--- src/rtl/pushbutton_conditioner.sv ---
// rtl/pushbutton_conditioner.sv - sync, debounce and one-hot press pulses for three keys (optional auto-repeat: PUSHBUTTON_AUTO_REPEAT_EN)
module pushbutton_conditioner #(
  parameter int DEBOUNCE_CYCLES = 500000,
  parameter int ACTIVE_LOW      = 1,
  parameter int REPEAT_DELAY    = 25000000,
  parameter int REPEAT_PERIOD   = 10000000
) (
  input  logic       clk,
  input  logic       reset,
  input  logic [2:0] buttons_raw,
  output logic [2:0] pushbuttons,
  output logic [2:0] button_level
);

  typedef enum logic [1:0] {
    IDLE         = 2'd0,
    PRESS_WAIT   = 2'd1,
    PRESSED      = 2'd2,
    RELEASE_WAIT = 2'd3
  } state_t;

  localparam logic [23:0] DB_LAST = 24'(DEBOUNCE_CYCLES - 1);

  // Out-of-range settings would break debounce timing or let repeats pulse on
  // consecutive cycles, so reject them at elaboration.
  if (DEBOUNCE_CYCLES < 2 || DEBOUNCE_CYCLES > 24'hFFFFFF ||
      REPEAT_DELAY < 1 || REPEAT_PERIOD < 2) begin : g_param_check
    $error("pushbutton_conditioner: parameter out of range");
  end

  logic [2:0] norm;
  logic [2:0] sync1;
  logic [2:0] s;
  logic [2:0] held;
  logic [2:0] req;
  logic [2:0] req_q;

  // Normalise so that 1 always means pressed, whatever the board wiring.
  assign norm = (ACTIVE_LOW != 0) ? ~buttons_raw : buttons_raw;

  // Two-flop synchroniser per key; s is the only copy the FSMs look at.
  always_ff @(posedge clk or posedge reset) begin
    if (reset) begin
      sync1 <= 3'b000;
      s     <= 3'b000;
    end else begin
      sync1 <= norm;
      s     <= sync1;
    end
  end

  for (genvar i = 0; i < 3; i++) begin : g_ch
    state_t      state;
    state_t      state_nx;
    logic [23:0] cnt;
    logic [23:0] cnt_nx;
    logic        press_req;
    logic        rep_req;

    // Debounce state and stability counter.
    always_ff @(posedge clk or posedge reset) begin
      if (reset) begin
        state <= IDLE;
        cnt   <= 24'd0;
      end else begin
        state <= state_nx;
        cnt   <= cnt_nx;
      end
    end

    // Accept a level change only after DEBOUNCE_CYCLES identical samples.
    always_comb begin
      state_nx  = state;
      cnt_nx    = cnt;
      press_req = 1'b0;
      case (state)
        IDLE: begin
          if (s[i]) begin
            state_nx = PRESS_WAIT;
            cnt_nx   = 24'd1;
          end
        end
        PRESS_WAIT: begin
          if (!s[i]) begin
            state_nx = IDLE;
            cnt_nx   = 24'd0;
          end else if (cnt == DB_LAST) begin
            state_nx  = PRESSED;
            cnt_nx    = 24'd0;
            press_req = 1'b1;
          end else if (cnt != 24'hFFFFFF) begin
            cnt_nx = cnt + 24'd1;
          end
        end
        PRESSED: begin
          if (!s[i]) begin
            state_nx = RELEASE_WAIT;
            cnt_nx   = 24'd1;
          end
        end
        RELEASE_WAIT: begin
          if (s[i]) begin
            state_nx = PRESSED;
            cnt_nx   = 24'd0;
          end else if (cnt == DB_LAST) begin
            state_nx = IDLE;
            cnt_nx   = 24'd0;
          end else if (cnt != 24'hFFFFFF) begin
            cnt_nx = cnt + 24'd1;
          end
        end
        default: begin
          state_nx = IDLE;
          cnt_nx   = 24'd0;
        end
      endcase
    end

`ifdef PUSHBUTTON_AUTO_REPEAT_EN
    localparam logic [31:0] RD_LAST = 32'(REPEAT_DELAY - 1);
    localparam logic [31:0] RP_LAST = 32'(REPEAT_PERIOD - 1);

    logic [31:0] rcnt;
    logic        rstarted;

    // A repeat fires only while the key stays in PRESSED this cycle and next.
    always_comb begin
      rep_req = 1'b0;
      if (state == PRESSED && state_nx == PRESSED) begin
        rep_req = rstarted ? (rcnt == RP_LAST) : (rcnt == RD_LAST);
      end
    end

    // Repeat timer: restarts on every pulse, cleared whenever PRESSED is left.
    always_ff @(posedge clk or posedge reset) begin
      if (reset) begin
        rcnt     <= 32'd0;
        rstarted <= 1'b0;
      end else if (state != PRESSED || state_nx != PRESSED) begin
        rcnt     <= 32'd0;
        rstarted <= 1'b0;
      end else if (rep_req) begin
        rcnt     <= 32'd0;
        rstarted <= 1'b1;
      end else if (rcnt != 32'hFFFFFFFF) begin
        rcnt <= rcnt + 32'd1;
      end
    end
`else
    assign rep_req = 1'b0;
`endif

    assign held[i] = (state == PRESSED) || (state == RELEASE_WAIT);
    assign req[i]  = press_req | rep_req;
  end

  // Register requests and levels, then pick the lowest-index request so the
  // pulse output is one-hot; losing requests are simply dropped.
  always_ff @(posedge clk or posedge reset) begin
    if (reset) begin
      req_q        <= 3'b000;
      pushbuttons  <= 3'b000;
      button_level <= 3'b000;
    end else begin
      req_q        <= req;
      button_level <= held;
      if (req_q[0]) begin
        pushbuttons <= 3'b001;
      end else if (req_q[1]) begin
        pushbuttons <= 3'b010;
      end else if (req_q[2]) begin
        pushbuttons <= 3'b100;
      end else begin
        pushbuttons <= 3'b000;
      end
    end
  end

endmodule

--- config.mk ---
export PLATFORM = sky130hd
export DESIGN_NAME = pushbutton_conditioner
export DESIGN_NICKNAME = d
export VERILOG_FILES = /design/src/rtl/pushbutton_conditioner.sv
export SDC_FILE = /design/constraint.sdc
export NUM_CORES = 1
export LEC_CHECK = 0
export BUFFER_PORTS_ARGS = -buffer_cell sky130_fd_sc_hd__buf_2
export CAP_MARGIN = 15
export CELL_PAD_IN_SITES_DETAIL_PLACEMENT = 1
export CELL_PAD_IN_SITES_GLOBAL_PLACEMENT = 1
export CORE_MARGIN = 4
export CORE_UTILIZATION = 49
export CTS_CLUSTER_DIAMETER = 100
export CTS_CLUSTER_SIZE = 24
export DETAILED_ROUTE_END_ITERATION = 8
export PLACE_DENSITY_LB_ADDON = 0.08
export SLEW_MARGIN = 25
export SYNTH_ARGS = -nofsm -noshare
export SYNTH_HDL_FRONTEND = slang
export SYNTH_SLANG_ARGS = --single-unit
--- constraint.sdc ---
create_clock -name clk -period 3.2 [get_ports clk]
set_input_delay 0.32 -clock clk [delete_from_list [all_inputs] [get_ports clk]]
set_output_delay 0.32 -clock clk [all_outputs]
set_load 0.1 [all_outputs]
==> out/qor.csv <==
stage;metric;value;unit
setup_path;slowest CP cell;nor4_2;
sta;fin. max-slew vios;0;
cells_and_area;net count reported at finish;584;
grt;gr ovfl total;0;
detailed_routing;Iteration-0 DRC Markers;296;
setup_path;worst r2r src;g_ch[1].cnt[0];
cells_and_area;multi-input gate area in the final layout;0.00268;sq mm
setup_path;Startpoint Class;flop;
sta;Period Utilization, post-route;0.799;
setup_path;crit path DAT;2.85;ns
placement;gpl congestion;0.837;
sta;time the worst path needs with I/O delays and setup;2.56;ns
floorplanning;DIE AREA;0.0123;sq mm
pwr;PD cells;513;mW/mm^2
synth;Synth cell types;57;
floorplanning;row cnt;37;
synth;syn nets;587;
clock_network;Hold Buf Count CTS;0;
grt;vias in the first global route;5076;
synth;FFs w/ async S/R, synth;1.00;
synth;Synth top area share;0.449;
detailed_routing;Routed Antenna Nets;0;
cells_and_area;Cell Count, Final, Fillers Out;717;
pwr;Worst IR Drop VDD;0.000369;V
sta;endpoints failing setup;0;
cells_and_area;register area;0.00233;sq mm
pwr;leakage power;2.26;nW
sta;Hold Slack;-0.00805;ns
hold_path;HP Class;input port to async pin;
sta;Fin. Hold Viols;2;
clock_network;CTS Root Buffer Type;clkbuf_8;
grt;global-route wire length before repair;24800;um
flow_run;max-cap viol count;0;
synth;yosys warns;0;
synth;top cells by area, synth;dfrtp_1 (45%), a31oi_1 (6.2%), nand2_1 (3.8%), a21oi_1 (3.4%), nand3_1 (3.4%);
setup_path;FF-to-FF path depth;6;
cells_and_area;Layout Area Growth over Synthesis;7.72;%
floorplanning;Die Width;111;um
synth;sequential element share of the synthesized area;0.449;
clock_network;clk_lat worst skew;0.37;ns
setup_path;reg2reg setup slack;0.64;ns
cells_and_area;most frequent cells in the layout;dfrtp_1 (93), nand2_1 (53), a31oi_1 (51);
grt;antenna violations before repair;0;
sta;Slew @ Worst Pin;0.951;ns
sta;worst setup margin;0.644;ns
clock_network;worst-case clock buffer depth;2;
sta;Fin Setup TNS;0;ns
detailed_routing;drt first pass iters;4;
floorplanning;Core ar.;0.0103;sq mm
detailed_routing;DRC errors left;0;
synth;ys flop type;dfrtp_1;
sta;Clock Skews;0.00918;ns
clock_network;number of buffers created by CTS;9;
detailed_routing;total number of vias;4810;
setup_path;Worst Path Max Fanout;11;
synth;Avg Cell Area, Syn;8.96;sq um
setup_path;kind of critical path;flop to flop;
sta;Worst slew margin;0.364;
synth;leading area contributor after synthesis;dfrtp_1;
synth;EDFF count, synth;0;
placement;dpl ws;0.659;ns
placement;DP HPWL;10200;um
floorplanning;Die H;111;um
clock_network;CTS tree;built;
setup_path;Worst EP required;3.50;ns
cells_and_area;Fillers;1209;
setup_path;crit-path cells;ha_1 -> nand4_1 -> nor4_2 -> nand3_1 -> a31o_2 -> a31oi_1;
cells_and_area;ant diodes;0;
cells_and_area;fraction of layout cells with a size suffix above 1;0.0981;
cells_and_area;most common cell after layout, fill and taps aside;dfrtp_1;
grt;Total GRT Usage;0.243;
clock_network;Num Clock Sinks;93;
setup_path;CP Capture Type;flop;
detailed_routing;drt wl/cell;20.3;um
synth;Mapped Area;0.00519;sq mm
detailed_routing;WL final;14600;um
sta;RSZ-0062 raised after global routing;no;
floorplanning;Initial Util;0.502;
detailed_routing;Vias/cell;6.71;
clock_network;CTS H-Tree Depth;3;
placement;PortBufs;10;
sta;max frequency;391;MHz
clock_network;total setup buffers inserted after CTS;0;
synth;#FFs+latches synth;93;
synth;Post-Syn Instances;579;
grt;largest net degree at the start of global routing;46;
placement;post-placement cell count;701;
setup_path;reg2reg end;g_ch[1].cnt[11];
clock_network;post_cts resized;0;
floorplanning;IO Count;11;
clock_network;clock transition at the registers of the reported paths;0.09;ns
run_status;status;finished, violations left;
setup_path;CP max stage delay;0.58;ns
run_status;failing checks;negative hold slack;
logic make-up (layout without fill, tap and decap cells):
| family | Yosys count | after routing | share of synthesized area |
|---|---|---|---|
| buffers and inverters | 49 | 51 | 0.0359 |
| and+or+nand+nor | 226 | 226 | 0.237 |
| xor gates and xnor gates | 6 | 6 | 0.0101 |
| muxes | 4 | 4 | 0.00844 |
| adders and majority gates | 3 | 3 | 0.00724 |
| AOI/OAI and AO/OA | 198 | 198 | 0.253 |
| DFF | 93 | 93 | 0.449 |
sequential cells by signal (all words and copies together), names as in the netlist, named ones only:
signal and count:
s 3, g_ch.state 3, g_ch.cnt 72, button_level 3
sync1 3, pushbuttons 3, req_q 3
how the worst max path moves through the flow:
stage | to | startpoint | slack [ns] | cells past startpoint
floorplan | async pin | reset | 0.46 | 1
global placement | g_ch[1].cnt[11] | g_ch[1].cnt[0] | 0.84 | 6
detailed placement | g_ch[1].cnt[11] | g_ch[1].cnt[0] | 0.66 | 6
CTS | g_ch[1].cnt[11] | g_ch[1].cnt[0] | 0.65 | 6
global route | g_ch[1].cnt[11] | g_ch[1].cnt[0] | 0.39 | 6
finish | g_ch[1].cnt[11] | g_ch[1].cnt[0] | 0.64 | 6
report_power, final:
part / total (mW) / switching, mW / internal, mW
clock network: 0.895 / 0.414 / 0.481
logic: 0.598 / 0.408 / 0.191
registers: 1.37 / 0.115 / 1.26
cell usage after synthesis (11+ instances only):
cell,number
nor4_1,14
nor2_1,25
nand3_1,35
a21o_1,21
o21ai_0,31
a31oi_1,51
inv_1,15
clkbuf_1,30
dfrtp_1,93
and3_1,11
nor3_1,12
nand2_1,53
a21oi_1,35
nand4_1,23
critical path: cells and delay by family (launching register included):
kind            cells  cell delay, ns
flops               1            0.41
compound gates      2            0.52
simple gates        3            1.31
fa+ha+maj           1            0.23
layer usage:
layer  vias up  global-route usage  share of wire
met4         0               0.111          0.026
met2        91               0.395           0.48
li1       2248                   -              -
met3        32              0.0355          0.032
met5         -                   0              0
met1      2439               0.321           0.47
through the flow:
| stage | area (sq um) | hold slack (ns) | util | power (mW) |
|---|---|---|---|---|
| floorplan | 5190 | 0.331 | - | 1.81 |
| global placement | 5360 | 0.343 | 0.519 | 1.94 |
| detailed placement | 5360 | 0.348 | 0.519 | 1.99 |
| CTS | 5590 | 0.0107 | 0.541 | 2.89 |
| global route | 5590 | 0.0284 | 0.541 | 3.03 |
| finish | 5590 | -0.00805 | 0.541 | 2.86 |
final cells by class:
class                   instances  share of cell area
clock buffers                  12              0.0278
multi-input cells             437               0.480
well taps                     136              0.0305
repair buffers                 20              0.0224
inverters                      15              0.0105
flip-flops and latches         93               0.416
clock inverters                 4              0.0125
(Power assumes the default switching activity.)
